<file path="config.mk">
export PLATFORM = sky130hd
export DESIGN_NAME = cv32e40x_hazard_scoreboard
export DESIGN_NICKNAME = d
export VERILOG_FILES = /design/src/rtl/cv32e40x_hazard_scoreboard.sv
export SDC_FILE = /design/constraint.sdc
export NUM_CORES = 1
export LEC_CHECK = 0
export BUFFER_PORTS_ARGS = -buffer_cell sky130_fd_sc_hd__buf_2
export CAP_MARGIN = 5
export CORE_ASPECT_RATIO = 1.4
export CORE_MARGIN = 2
export CORE_UTILIZATION = 55
export CTS_BUF_LIST = sky130_fd_sc_hd__clkbuf_16
export DETAILED_ROUTE_END_ITERATION = 12
export HOLD_SLACK_MARGIN = 0.05
export PLACE_DENSITY_LB_ADDON = 0.2
export SLEW_MARGIN = 0
export SYNTH_ARGS = -nofsm -noshare
export SYNTH_HDL_FRONTEND = slang
export SYNTH_SLANG_ARGS = --single-unit
</file>
<file path="constraint.sdc">
create_clock -name clk -period 3.6 [get_ports clk]
set_input_delay 0 -clock clk [delete_from_list [all_inputs] [get_ports clk]]
set_output_delay 0 -clock clk [all_outputs]
set_load 0.05 [all_outputs]
</file>
<file path="src/rtl/cv32e40x_hazard_scoreboard.sv">
// Hazard scoreboard between ID and the long-latency write pipeline: tracks outstanding
// long writes per register, stalls RAW/WAW/capacity hazards and selects WB forwarding.
module cv32e40x_hazard_scoreboard #(
    parameter int unsigned NUM_READ_PORTS = 2,
    parameter int unsigned NUM_REGS       = 32,
    parameter int unsigned MAX_PENDING    = 2,
    parameter int unsigned STALL_CNT_W    = 16,
    localparam int unsigned AW            = $clog2(NUM_REGS),
    localparam int unsigned CW            = $clog2(MAX_PENDING + 1)
) (
    input  logic                                clk,
    input  logic                                rst,
    input  logic                                issue_valid_i,
    output logic                                issue_ready_o,
    input  logic [NUM_READ_PORTS-1:0]           issue_re_i,
    input  logic [NUM_READ_PORTS-1:0][AW-1:0]   issue_raddr_i,
    input  logic                                issue_we_i,
    input  logic                                issue_long_i,
    input  logic [AW-1:0]                       issue_waddr_i,
    input  logic                                retire_valid_i,
    input  logic [AW-1:0]                       retire_waddr_i,
    input  logic                                flush_i,
    output logic [NUM_READ_PORTS-1:0]           fw_wb_sel_o,
    output logic                                hazard_o,
    output logic                                pending_any_o,
    output logic                                err_o,
    output logic [STALL_CNT_W-1:0]              stall_cycles_o
);

    localparam logic [CW-1:0] CNT_ONE = CW'(1);
    localparam logic [CW-1:0] CNT_MAX = CW'(MAX_PENDING);

    logic [CW-1:0]          cnt_q [NUM_REGS];
    logic [CW-1:0]          cnt_d [NUM_REGS];
    logic [CW-1:0]          total_q;
    logic [CW-1:0]          total_d;
    logic                   err_q;
    logic [STALL_CNT_W-1:0] stall_q;

    logic raw_stall;
    logic waw_stall;
    logic cap_stall;
    logic issue_fire;
    logic inc_fire;
    logic dec_fire;
    logic retire_err;

    // A pending read is only satisfied by WB when the retiring write is the last one in flight.
    always_comb begin
        raw_stall   = 1'b0;
        fw_wb_sel_o = '0;
        for (int p = 0; p < NUM_READ_PORTS; p++) begin
            if (issue_re_i[p] && (issue_raddr_i[p] != '0) && (cnt_q[issue_raddr_i[p]] != '0)) begin
                if (retire_valid_i && (retire_waddr_i == issue_raddr_i[p]) &&
                    (cnt_q[issue_raddr_i[p]] == CNT_ONE)) begin
                    fw_wb_sel_o[p] = 1'b1;
                end else begin
                    raw_stall = 1'b1;
                end
            end
        end
    end

    always_comb begin
        waw_stall = issue_we_i && issue_long_i && (issue_waddr_i != '0) &&
                    (cnt_q[issue_waddr_i] == CNT_MAX) &&
                    !(retire_valid_i && (retire_waddr_i == issue_waddr_i));
        cap_stall = issue_long_i && (total_q == CNT_MAX) && !retire_valid_i;

        hazard_o      = issue_valid_i && (raw_stall || waw_stall || cap_stall);
        issue_ready_o = !hazard_o && !flush_i;
        issue_fire    = issue_valid_i && issue_ready_o;

        inc_fire   = issue_fire && issue_we_i && issue_long_i && (issue_waddr_i != '0);
        dec_fire   = retire_valid_i && (retire_waddr_i != '0) && (cnt_q[retire_waddr_i] != '0);
        retire_err = retire_valid_i && (retire_waddr_i != '0) && (cnt_q[retire_waddr_i] == '0);
    end

    // Issue and retire hitting the same register cancel out; x0 is never touched.
    always_comb begin
        for (int r = 0; r < NUM_REGS; r++) begin
            cnt_d[r] = cnt_q[r];
            if (r != 0) begin
                if (inc_fire && (issue_waddr_i == AW'(r)) &&
                    !(dec_fire && (retire_waddr_i == AW'(r)))) begin
                    cnt_d[r] = cnt_q[r] + CNT_ONE;
                end else if (dec_fire && (retire_waddr_i == AW'(r)) &&
                             !(inc_fire && (issue_waddr_i == AW'(r)))) begin
                    cnt_d[r] = cnt_q[r] - CNT_ONE;
                end
            end
        end

        total_d = total_q;
        if (inc_fire && !dec_fire) begin
            total_d = total_q + CNT_ONE;
        end else if (dec_fire && !inc_fire) begin
            total_d = total_q - CNT_ONE;
        end
    end

    always_ff @(posedge clk) begin
        if (rst) begin
            for (int r = 0; r < NUM_REGS; r++) begin
                cnt_q[r] <= '0;
            end
            total_q <= '0;
            err_q   <= 1'b0;
            stall_q <= '0;
        end else begin
            if (flush_i) begin
                for (int r = 0; r < NUM_REGS; r++) begin
                    cnt_q[r] <= '0;
                end
                total_q <= '0;
            end else begin
                for (int r = 0; r < NUM_REGS; r++) begin
                    cnt_q[r] <= cnt_d[r];
                end
                total_q <= total_d;
            end

            if (retire_err) begin
                err_q <= 1'b1;
            end

            // Saturate rather than wrap so long stalls stay visible.
            if (hazard_o && !(&stall_q)) begin
                stall_q <= stall_q + 1'b1;
            end
        end
    end

    assign pending_any_o  = (total_q != '0);
    assign err_o          = err_q;
    assign stall_cycles_o = stall_q;

endmodule

</file>
# After elaboration in Yosys (flattened, before gate mapping)
# Memories as Yosys holds them, arrays and structs flattened.
# Cells that the tools add are included.
[totals] ramBits=64 reg_bits=19 elab_cells=582 mem_count=1 out_inout_bits=22
[classes] mux=144 bitwise=64 addsub=65 eq_ne=70 n_reduce_logical=235
[mem_list] memory="cnt_q" words=32 word_bits=2 rd=35 rd_clocked_by_memory_dff=0 wr=32 line_no="33" text="logic [CW-1:0] cnt_q [NUM_REGS];"
[op_table] cell="$mux W2" count=128
[op_table] cell="$eq A5 B5 Y1 const B" count=32
[op_table] cell="$logic_and A1 B1 Y1" count=151
[op_table] cell="$eq A5 B4 Y1 const B" count=16
[op_table] cell="$logic_not A1 Y1" count=69
[op_table] cell="$add A2 B1 Y2 const B" count=32
[op_table] cell="$or A1 B1 Y1" count=64
[op_table] cell="$sub A2 B1 Y2 const B" count=32
[op_table] cell="$eq A5 B3 Y1 const B" count=8
[op_table] cell="$eq A5 B2 Y1 const B" count=4
[op_table] cell="$reduce_bool A5 Y1" count=4
[op_table] cell="$add A16 B1 Y16 const B" count=1
[op_table] cell="$mux W1" count=16
[op_table] cell="$reduce_and A16 Y1" count=1
[op_table] cell="$eq A5 B5 Y1" count=3
[op_table] cell="$eq A5 B1 Y1 const B" count=2
[op_table] cell="$reduce_bool A2 Y1" count=5
[op_table] cell="$eq A2 B1 Y1 const B" count=2
[op_table] cell="$eq A2 B2 Y1 const B" count=2
[op_table] cell="$logic_not A2 Y1" count=1
[op_table] cell="$logic_or A1 B1 Y1" count=2
[op_table] cell="$reduce_and A2 Y1" count=1
[op_table] cell="$reduce_or A2 Y1" count=1
[op_table] cell="$ne A0 B0 Y1" count=1

# Logic depth before layout (Yosys ltp)
# Gate-level depths: netlist (run 1).
[logic_depth] depth_word=22 mapped_depth=16 ltp_nobuf=12

# Worst setup path after synthesis (run 1)
# OpenSTA, ideal clock, no wires.
[synth_timing] kind="reg-to-reg" startpoint="memory cnt_q[15][0] in the netlist's numbering" endpoint="memory cnt_q[24][1] in the netlist's numbering (data pin)" n_path_buf=2 arrival_time_ns=3.113 setup_time_ns=0.266 stages_incl_launch_ff=14 required_time_ns=3.334 slack_ns=0.221 cell_sequence="edfxtp_1 mux4_2 mux4_2 and4bb_1 and4bb_4 and3_1 buf_2 nand2_1 buf_2 nor2_1 ha_1 xnor2_1 xnor2_1 nor2_1"
[synth_lines] item="from (decl)" line_no="33"

==> results.txt, run 1 <==
The instance count of the mapped netlist is 813. The worst setup skew after layout is 0.00878 ns. The count of flip-flops with a built-in enable after synthesis is 62.

From synthesis to final layout, the design area changed by 13.9%. The detailed router used layers up to and including met4. The register area is 0.00224 sq mm. Once layout is complete, the utilization of the core stands at 64.4%. The worst hold path belongs to the class input port to flop.

The peak clock frequency supported by timing is 290 MHz. The root buffer cell is clkbuf_16. For the pin with the worst max-slew slack, the measured transition is 0.908 ns. The fraction of the cycle the final worst path needs is 95.9%. The number of global-route vias before repair came out at 7012. The shortest period the worst path allows came out at 3.45 ns. Of the total power, the share spent switching nets is 31.8%.

The count of standard-cell rows is 49. The met1 layer wirelength in the final routing came out at 8550 um. The starting density of the core is 56.5%. The initial antenna violation count came out at 1. The later-pin clock latency in the skew report is 0.36 ns. Entering global routing, the biggest net connects 47 pins.

The largest fanout on the critical path is 16. The number of vias after detailed routing came out at 7005. The total overflow left after global routing is 0. The number of buffers between clock root and the deepest sink came out at 2. Once detail routing completed, the nets flagged for antenna violations numbered 0. The average vias per placed instance came out at 6.60. The flow ran to the end, and the final reports show no timing, DRC or antenna violations. The setup TNS came out at 0 ns. The global placer's final weighted congestion came out at 1.05. The worst register-to-register path begins at cnt_q[12][0]. The internal power summed over all cells is 2.05 mW. The net switching power came out at 0.957 mW.

The data arrival time of the critical path came out at 3.52 ns. The worst-case register-to-register setup slack is 0.15 ns. The fraction of power consumed by combinational cells is 27.5%. The Yosys step of the flow raised 0 warnings.

The worst hold path depth is 2. The post-synthesis async set-or-reset flop share is 0%. The total power divided by cell area is 361 mW/mm^2.

The chip height is 140 um. Global routing used 35.0% of the available tracks across all layers. For hold timing, the worst endpoint is err_o. Summing all non-filler instances in the final layout gives an area of 0.00833 sq mm. The number of nets in the layout is 922.

Leaving out fill and tap cells, the most frequent cells in the layout are 120 x nor2_1, 83 x nand2_1, 62 x edfxtp_1, 60 x buf_4, 50 x buf_2. The number of top-level design ports came out at 51. The share of total power dissipated in sequential elements is 38.8%. The multi-input combinational cells in the finished layout cover a total of 0.00474 sq mm. Final hold analysis gives a worst-case slack of 0.0847 ns. The hold violation total from the final report came out at 0. The number of unique standard cell types used by synthesis is 73.

STA classifies the critical path startpoint as a flop. The dominant register cell in the synthesized netlist is edfxtp_1. The number of inserted filler cells in the final layout is 1097. Setup repair after global routing left no endpoint under its margin. The portion of the post-synthesis area used by sequential elements came out at 30.7%. The number of detailed-route iterations in the first pass came out at 6. The number of max-cap violations is 0. The area of the mapped netlist came out at 0.00731 sq mm.

The clock tree from TritonCTS is yes. The maximum resistive drop on vdd came out at 0.000214 V. The count of buffers from port buffering came out at 50. The net count of the mapped netlist is 858.

The clock drives 81 sinks. The x dimension of the die came out at 101 um. In this run the critical register-to-register path is captured at cnt_q[17][1]. The placed instances occupy a cell area of 0.00801 sq mm.

The clock share of power is 33.8%. STA classifies the critical path endpoint as a flop. The number of failing setup endpoints in the final timing report is 0. The met2 wire length came out at 12000 um. The HPWL after detailed placement is 18400 um. Headroom to the max-slew limit came out at 39.5%. The final layout contains routed wiring with a total length of 24200 um. The met3 wire length came out at 2040 um. The critical path required time is 3.67 ns. The worst hold path begins at rst. Leaving out fill and tap cells, the most frequent cell in the layout is nor2_1. After the first detailed-routing iteration, the DRC count stood at 702.

The per-cell routed wire length came out at 22.9 um. In this run, synthesis produced a sequential element count of 81. The DRC violation count after routing came out at 0. The critical path is of the flop to flop type. Clock-pin slew was measured on the worst setup and hold paths at 0.06 ns. For the worst flop-to-flop path, the logic depth is 12. The share of final-layout standard cells stronger than drive strength 1 is 23.7%. The die covers 0.0143 sq mm. The first-pass GRT wire length came out at 37800 um.

The leakage power figure came out at 3.15 nW. The number of H-tree branching levels came out at 3. Post-CTS timing repair inserted 0 buffers for setup.

The floorplan step defined a core boundary enclosing 0.0129 sq mm. The final max-slew violation count is 0. Each instance of the synthesized netlist takes up on average 9.00 sq um.

The TritonCTS buffer count is 9.
==> flip-flops by register name, summed over array words and instances, names as in the netlist <==
signal and cells:
cnt_q 62, stall_cycles_o 16, total_q 2, err_o 1
==> through the flow <==
stage,std cells,setup slack [ns],total power [mW]
6_report,1061,0.147,3.01
5_1_grt,1060,0.0190,3.12
4_1_cts,1060,0.151,2.99
3_5_place_dp,1044,0.182,1.99
3_3_place_gp,1044,0.230,1.97
2_1_floorplan,813,0.221,1.72
==> how the worst max path moves through the flow <==
stage                  from           end  slack [ns]  cells past startpoint
2_1_floorplan  cnt_q[15][0]  cnt_q[24][1]        0.22                     13
3_3_place_gp   cnt_q[12][0]  cnt_q[16][1]        0.23                     12
3_5_place_dp   cnt_q[12][0]  cnt_q[17][1]        0.18                     12
4_1_cts        cnt_q[12][0]  cnt_q[17][1]        0.15                     12
5_1_grt        cnt_q[12][0]  cnt_q[28][1]        0.02                     12
6_report       cnt_q[12][0]  cnt_q[17][1]        0.15                     12
==> cell families after synthesis <==
| family | Yosys count | share of synthesized area (%) |
|---|---|---|
| DFF | 81 | 30.7 |
| and+or+nand+nor | 371 | 25.4 |
| adders and majority gates | 16 | 2.74 |
| muxes | 67 | 15.9 |
| AOI/OAI and AO/OA | 144 | 13.4 |
| buffers and inverters | 73 | 4.65 |
| xor gates and xnor gates | 61 | 7.30 |
==> power groups by stage <==
stage          registers [mW]  clock network [mW]  logic (mW)
2_1_floorplan            1.20                   0       0.521
3_3_place_gp             1.18                   0       0.789
3_5_place_dp             1.18                   0       0.806
4_1_cts                  1.17                1.02       0.810
5_1_grt                  1.18                1.06       0.883
6_report                 1.17                1.02       0.828
==> critical path, stage by stage (launching register included) <==
cell      delay, ns
edfxtp_1       0.50
mux4_2         0.53
mux4_2         0.48
and4bb_1       0.32
and4bb_4       0.23
and3_1         0.19
nand2_1        0.11
buf_12         0.16
nor2_1         0.07
ha_1           0.21
xnor2_1        0.18
xnor2_1        0.15
nor2_1         0.06
==> per-layer routing <==
metal  GRT usage (%)  vias up
met1            40.0     3338
li1                -     3125
met4            23.0        0
met3            7.88      119
met2            57.9      423
met5               0        -
==> layout make-up <==
cell class                      instances  area share (%)
Multi-Input combinational cell        659            56.9
Sequential cell                        81            26.9
Timing Repair Buffer                  113            9.13
Clock buffer                            9            2.70
Tap cell                              178            2.67
Clock inverter                          7            1.10
Inverter                               13           0.585
Antenna cell                            1          0.0300
==> repair_timing <==
item | CTS | global route
gates resized for setup | 0 | 1
endpoints found under the setup margin | 0 | 1
endpoints found under the hold margin | 0 | 0
hold buffers | 0 | 0
==> cells in the mapped netlist, types with 5 or more instances <==
cell,count,area (sq um)
buf_6,5,56.3
nand2_1,83,312
edfxtp_1,62,1860
nor2b_1,20,125
nand3_1,15,75.1
a21oi_1,45,225
mux4_2,35,788
xor2_1,16,140
nor4_1,5,31.3
xnor2_1,45,394
ha_1,16,200
mux2_2,12,135
o31ai_1,7,52.6
nand2b_1,11,68.8
o211ai_1,7,52.6
or2_2,10,62.6
nand3b_1,7,52.6
and3_1,14,87.6
inv_1,12,45.0
a31oi_1,7,43.8
o21ai_0,24,120
o21a_1,5,37.5
buf_2,11,55.1
mux2i_1,17,170
nor3_1,25,125
nor2_1,121,454
dfxtp_1,19,380
or3_1,13,81.3
and2_1,9,56.3
nand4_1,11,68.8
buf_1,8,30.0
clkbuf_1,32,120
a31o_2,11,96.3
Note: power is estimated with default switching activity, not from simulation.
==> run 2, diff against run 1 <==
clock period = 4.4 ns   (was 3.6 ns; I/O delays follow)
==> results.txt, run 2 (synthesized netlist as in run 1, its figures left out) <==
The clock tree from TritonCTS is yes (unchanged). The number of inserted filler cells in the final layout is 1122 (was 1097). The critical path endpoint category was a flop (unchanged). The net switching fraction of the power is 32.5% (was 31.8%). The number of instances in the placed design came out at 994 (was 1044).

The chip height is 140 um (unchanged). The fraction of the cycle the final worst path needs came out at 81.4% (was 95.9%). The setup TNS is 0 ns (unchanged). The maximum resistive drop on vdd came out at 0.000183 V (was 0.000214 V). The sort of element at the start of the critical path is a flop (unchanged).

The number of top-level design ports came to 51 (unchanged). The total power divided by cell area came to 286 mW/mm^2 (was 361 mW/mm^2). The global placer's final weighted congestion is 0.958 (was 1.05).

The post-CTS setup buffer count came out at 0 (unchanged). The per-cell routed wire length is 22.4 um (was 22.9 um). The number of inserted diodes came out at 0 (was 1).

The routed wire length came out at 22700 um (was 24200 um). The internal power summed over all cells came out at 1.52 mW (was 2.05 mW). The kind of critical path is flop to flop (unchanged). The critical path required time came out at 4.47 ns (was 3.67 ns).

The count of buffers from port buffering came out at 50 (unchanged). The final non-filler cell total came out at 1010 (was 1061). The number of max-cap violations is 0 (unchanged). The worst slew margin relative to its limit came out at 36.5% (was 39.5%). The net switching power came out at 0.731 mW (was 0.957 mW).

Commonest cells after routing, fill and taps aside: 120 x nor2_1, 83 x nand2_1, 62 x edfxtp_1, 50 x buf_2 (was 120 x nor2_1, 83 x nand2_1, 62 x edfxtp_1, 60 x buf_4, 50 x buf_2). The number of H-tree branching levels came to 3 (unchanged). The fraction of power consumed by sequential logic is 44.0% (was 38.8%). The number of nets in the layout came out at 872 (was 922). The worst-margin pin slew came out at 0.940 ns (was 0.908 ns). The share of final-layout standard cells stronger than drive strength 1 came out at 18.9% (was 23.7%). The all-layer global routing usage came out at 32.9% (was 35.0%).

The peak clock frequency supported by timing is 279 MHz (was 290 MHz). The post-synthesis to final-layout area growth came to 7.42% (was 13.9%). The worst setup skew after layout came out at 0.00732 ns (was 0.00878 ns). The DRC violation count after routing came to 0 (unchanged).

The total clock sinks came to 81 (unchanged). The HPWL after detailed placement came out at 16700 um (was 18400 um). The average vias per placed instance came out at 6.71 (was 6.60). The depth of the most critical reg-to-reg path came out at 12 (unchanged). The starting density of the core came out at 56.5% (unchanged).

The final max-slew violation count came out at 0 (unchanged). The flip-flop count of the largest register, all copies and words added came to 62 (unchanged). The leakage power figure came out at 2.86 nW (was 3.15 nW). Outcome: completed (unchanged). The count of standard-cell rows is 49 (unchanged). The area of the core region came out at 0.0129 sq mm (unchanged). The kind of path behind the tightest hold check is input port to flop (unchanged). The x dimension of the die is 101 um (unchanged). The iteration-0 DRC count of the detailed router came out at 673 (was 702). The register bank with the most flops is cnt_q (unchanged). The post-cts hold buffer count came out at 0 (unchanged). The start point of the critical path is cnt_q[11][0] (was cnt_q[12][0]). The fraction of power consumed by combinational cells came out at 25.8% (was 27.5%). The number of failing setup endpoints in the final timing report came out at 0 (unchanged).

The clock share of power came out at 30.3% (was 33.8%). The number of vias after detailed routing is 6781 (was 7005). The endpoint of the most critical register-to-register path is cnt_q[30][1] (was cnt_q[17][1]). The critical path's largest stage delay is 0.51 ns (was 0.53 ns). The TritonCTS buffer count is 9 (unchanged). The critical register-to-register path startpoint is cnt_q[11][0] (was cnt_q[12][0]). The endpoint of the worst setup timing path was cnt_q[30][1] (was cnt_q[17][1]).

The slowest stage cell on the critical path is mux4_2 (unchanged). Critical path, cell by cell: mux4_2 > mux4_2 > and4bb_1 > and4bb_4 > and3_1 > nand2_1 > buf_4 > nor2_1 > ha_1 > xnor2_1 > xnor2_1 > nor2_1 (was mux4_2 > mux4_2 > and4bb_1 > and4bb_4 > and3_1 > nand2_1 > buf_12 > nor2_1 > ha_1 > xnor2_1 > xnor2_1 > nor2_1). The maximum number of pins on one net before global-route repair is 44 (was 47).

The most frequent standard cell in the layout excluding fill and tap cells was nor2_1 (unchanged). The number of global-route vias before repair is 6764 (was 7012). The count of nets left with antenna violations after detail routing came out at 0 (unchanged). The final global-route overflow total is 0 (unchanged).

The hold violation total from the final report came out at 0 (unchanged). The largest fanout on the critical path came to 13 (was 16). The clock-pin slew reported for the worst setup and hold paths after clock tree synthesis is 0.06 ns (about the same). The overall power came out at 2.25 mW (was 3.01 mW).

The number of detailed-route iterations in the first pass came to 6 (unchanged). The full die area is 0.0143 sq mm (unchanged). The data arrival time of the critical path came to 3.65 ns (was 3.52 ns). The number of resized instances in the post-cts repair step is 0 (unchanged). Setup repair after global routing missed its margin: false (unchanged). The number of buffers between clock root and the deepest sink came out at 2 (unchanged). The root buffer cell is clkbuf_16 (unchanged). The first-pass GRT wire length was 35800 um (was 37800 um). The worst-case register-to-register setup slack is 0.82 ns (was 0.15 ns). The later-pin clock latency in the skew report is 0.35 ns (was 0.36 ns). The initial antenna violation count is 0 (was 1).

The shortest period the worst path allows is 3.58 ns (was 3.45 ns).
==> run 2: cell count changes in the layout (fill, tap and decap cells not counted) <==
cell,previous run,this run
buf_4,60,13
buf_12,3,0
clkinv_2,0,3
bufinv_16,2,0
inv_4,3,1
clkinv_1,2,3
clkinv_4,1,0
clkinvlp_4,0,1
diode_2,1,0
nor4b_1,1,2
nor4b_2,2,1
==> run 2: final cells by class <==
cell class / count / area, sq um / area share [%]
Clock inverter: 7 / 36.3 / 0.462
Multi-Input combinational cell: 659 / 4730 / 60.3
Sequential cell: 81 / 2240 / 28.5
Clock buffer: 9 / 225 / 2.87
Inverter: 13 / 48.8 / 0.621
Tap cell: 178 / 223 / 2.83
Timing Repair Buffer: 63 / 348 / 4.43
==> run 2: metrics by stage <==
step,worst slack [ns],utilization (%),instance area [sq um],hold WS [ns]
after CTS,0.825,60.7,7860,0.0920
final,0.817,60.7,7860,0.0934
after global placement,0.828,58.7,7600,0.426
after global routing,0.670,60.7,7860,0.119
after floorplan,1.02,-,7310,0.176
after detailed placement,0.768,58.7,7600,0.432
==> run 2: worst min path at each step <==
stage / startpoint / endpoint / slack (ns) / depth (start not counted)
global placement: rst / err_o / 0.43 / 2
floorplan: flush_i / issue_ready_o / 0.18 / 1
finish: rst / err_o / 0.09 / 2
global route: rst / err_o / 0.12 / 2
detailed placement: flush_i / issue_ready_o / 0.43 / 3
CTS: rst / err_o / 0.09 / 2
==> run 2: power by group through the flow <==
stage                     Sequential [mW]  Clock [mW]  Combinational [mW]
after floorplan                     0.978           0               0.426
after CTS                           0.984       0.691               0.570
after detailed placement            0.999           0               0.566
after global placement              0.994           0               0.553
final                               0.988       0.680               0.579
after global routing                0.996       0.722               0.623
==> run 2: critical path: cells and delay by family, from the launching register on <==
| family | cells | cell delay (ns) |
|---|---|---|
| and+or+nand+nor | 6 | 0.99 |
| adders and majority gates | 1 | 0.21 |
| xor gates and xnor gates | 2 | 0.35 |
| buffers and inverters | 1 | 0.25 |
| DFF | 1 | 0.50 |
| muxes | 2 | 0.99 |
==> run 2: metal layers <==
layer | part of all wire [%] | vias up | track usage (%)
met5 | 0 | - | 0
met4 | 8.2 | 0 | 23.0
met3 | 7.4 | 126 | 5.49
met2 | 49 | 410 | 55.2
met1 | 35 | 3221 | 37.6
li1 | - | 3024 | -
==> run 3, diff against run 2 <==
clock period = 3.2 ns   (was 4.4 ns; I/O delays follow)
==> results.txt, run 3 (synthesized netlist as in run 1, its figures left out) <==
Outcome: finished with violations (was completed). The checks that failed: negative setup slack. The global placer's final weighted congestion is 1.03 (was 0.958). Critical path, cell by cell: buf_4 > a311o_1 > a21boi_0 > nor4_2 > buf_4 > nor3b_4 > or4b_4 > buf_4 > o21ai_1 > o311ai_1 > buf_4 (was mux4_2 > mux4_2 > and4bb_1 > and4bb_4 > and3_1 > nand2_1 > buf_4 > nor2_1 > ha_1 > xnor2_1 > xnor2_1 > nor2_1). The number of detailed-route iterations in the first pass came out at 6 (unchanged).

The share of final-layout standard cells stronger than drive strength 1 came out at 35.9% (was 18.9%). The x dimension of the die came to 101 um (unchanged). The fraction of power consumed by sequential logic came out at 37.2% (was 44.0%). The final max-slew violation count was 0 (unchanged). The post-synthesis to final-layout area growth is 28.6% (was 7.42%). The iteration-0 DRC count of the detailed router is 791 (was 673). Setup repair after global routing missed its margin: true (was false). The number of inserted filler cells in the final layout came out at 974 (was 1122). The register bank with the most flops is cnt_q (unchanged).

The number of global-route vias before repair came out at 7106 (was 6764). The routed wire length is 26600 um (was 22700 um). The kind of cell adding the most delay to the critical path is compound AO/OA/AOI/OAI gates (was multiplexers). The internal power summed over all cells is 2.35 mW (was 1.52 mW). The slowest stage cell on the critical path is or4b_4 (was mux4_2). The count of buffers from port buffering came out at 50 (unchanged). The number of inserted diodes came out at 0 (unchanged). The HPWL after detailed placement came out at 19200 um (was 16700 um). The net switching power is 1.14 mW (was 0.731 mW). The shortest period the worst path allows came out at 3.29 ns (was 3.58 ns). The maximum resistive drop on vdd is 0.000321 V (was 0.000183 V). The worst setup slack after layout is -0.0898 ns (was 0.817 ns).

The starting density of the core was 56.5% (unchanged). The worst slew margin relative to its limit is 33.5% (was 36.5%). The post-cts hold buffer count is 0 (unchanged).

The number of failing setup endpoints in the final timing report is 33 (was 0). The final global-route overflow total is 0 (unchanged). The area of combinational cells with multiple inputs came out at 0.00511 sq mm (was 0.00473 sq mm).

The TritonCTS buffer count is 9 (unchanged). The first-pass GRT wire length is 38500 um (was 35800 um). The register area is 0.00224 sq mm (unchanged). The clock share of power came out at 30.4% (was 30.3%).

The maximum number of pins on one net before global-route repair came out at 44 (unchanged). The area of the core region is 0.0129 sq mm (unchanged). The number of vias after detailed routing came out at 7439 (was 6781). The most frequent standard cell in the layout excluding fill and tap cells is buf_4 (was nor2_1).

The number of top-level design ports came out at 51 (unchanged). The peak clock frequency supported by timing came out at 304 MHz (was 279 MHz). The number of buffer and inverter instances along the worst setup path came out at 4 (was 1). The number of buffers between clock root and the deepest sink is 2 (unchanged).

The fraction of power consumed by combinational cells is 32.4% (was 25.8%). The initial antenna violation count came to 0 (unchanged). The worst-margin pin slew is 0.995 ns (was 0.940 ns). The final cell utilization of the core is 72.7% (was 60.7%).

The count of standard-cell rows came out at 49 (unchanged). The overall power is 3.49 mW (was 2.25 mW). The number of nets in the layout is 1000 (was 872). The count of nets left with antenna violations after detail routing is 0 (unchanged). The number of max-cap violations came to 0 (unchanged).

The all-layer global routing usage came out at 36.1% (was 32.9%). The leakage power figure is 3.63 nW (was 2.86 nW). The clock-pin slew reported for the worst setup and hold paths after clock tree synthesis is 0.07 ns (was 0.06 ns). The data arrival time of the critical path is 3.41 ns (was 3.65 ns). The critical path endpoint category is a flop (unchanged). The sort of element at the start of the critical path is a flop (unchanged).

The critical path required time came out at 3.32 ns (was 4.47 ns). The root buffer cell is clkbuf_16 (unchanged). The full die area is 0.0143 sq mm (unchanged). The fraction of the cycle the final worst path needs is 103% (was 81.4%).

The DRC violation count after routing is 0 (unchanged). The total clock sinks is 81 (unchanged). The chip height came out at 140 um (unchanged). Commonest cells after routing, fill and taps aside: 124 x buf_4, 113 x nor2_1, 82 x nand2_1, 62 x edfxtp_1, 50 x buf_2 (was 120 x nor2_1, 83 x nand2_1, 62 x edfxtp_1, 50 x buf_2).

The later-pin clock latency in the skew report came to 0.35 ns (about the same). The average vias per placed instance is 6.54 (was 6.71). The clock tree from TritonCTS is yes (unchanged). The per-cell routed wire length is 23.3 um (was 22.4 um). The kind of path behind the tightest hold check was input port to flop (unchanged). The net switching fraction of the power came out at 32.6% (was 32.5%). The number of H-tree branching levels came out at 3 (unchanged). The worst setup skew after layout came out at 0.0117 ns (was 0.00732 ns). The critical path's largest stage delay was 0.55 ns (was 0.51 ns).

The most numerous cell type found on the critical path is buf_4. The area after detailed placement came to 0.00844 sq mm (was 0.00760 sq mm). The final non-filler cell area is 0.00941 sq mm (was 0.00786 sq mm). The largest fanout on the critical path is 4 (was 13). The flip-flop count of the largest register, all copies and words added is 62 (unchanged).

The total power divided by cell area is 371 mW/mm^2 (was 286 mW/mm^2). The kind of critical path was flop to flop (unchanged). The hold violation total from the final report came out at 0 (unchanged). The setup TNS is -1.37 ns (was 0 ns).
==> run 3: per-stage QoR <==
| stage | instances | setup slack [ns] | hold slack [ns] |
|---|---|---|---|
| 6_report | 1138 | -0.0898 | 0.112 |
| 3_3_place_gp | 1097 | -0.145 | 0.429 |
| 4_1_cts | 1123 | -0.0253 | 0.106 |
| 2_1_floorplan | 813 | 0.000185 | 0.176 |
| 5_1_grt | 1138 | -0.175 | 0.142 |
| 3_5_place_dp | 1097 | -0.133 | 0.450 |
==> run 3: routing by layer <==
metal / track usage (%) / wire, um / vias up
li1: - / - / 3290
met1: 41.5 / 9450 / 3574
met2: 63.4 / 13200 / 456
met3: 5.39 / 2110 / 119
met4: 19.1 / 1770 / 0
met5: 0 / 0 / -
==> run 3: path summary, 6_finish.rpt <==
kind	from	to	slack, ns	cells after the start
worst max register to register	cnt_q[26][1]	cnt_q[15][1]	-0.09	11
worst min-delay path	rst	err_o	0.11	2
worst max-delay path	cnt_q[26][1]	cnt_q[15][1]	-0.09	11
worst min register to register	err_o	err_o	0.47	2
==> run 3: power groups by stage <==
stage | registers (mW) | clock network (mW) | logic (mW)
2_1_floorplan | 1.34 | 0 | 0.595
3_3_place_gp | 1.31 | 0 | 0.992
3_5_place_dp | 1.32 | 0 | 1.01
4_1_cts | 1.29 | 1.08 | 1.04
5_1_grt | 1.31 | 1.12 | 1.19
6_report | 1.30 | 1.06 | 1.13
==> run 3: final cells by class <==
class / count / share of cell area, %
clock buffers: 9 / 2.39
clock inverters: 7 / 0.731
inverters: 13 / 0.519
multi-input cells: 659 / 54.4
flip-flops and latches: 81 / 23.8
well taps: 178 / 2.37
repair buffers: 191 / 15.8
==> run 3: timing repair <==
action	4_1_cts	5_1_grt
endpoints found under the setup margin	41	88
setup buffers	9	11
gates resized for setup	14	76
pin swaps	8	45
cloned	1	4
==> run 3: worst register-to-register path, stage by stage, from the launching register on <==
cell,delay (ns)
edfxtp_1,0.45
buf_4,0.19
a311o_1,0.30
a21boi_0,0.47
nor4_2,0.12
buf_4,0.17
nor3b_4,0.18
or4b_4,0.55
buf_4,0.18
o21ai_1,0.13
o311ai_1,0.12
buf_4,0.21
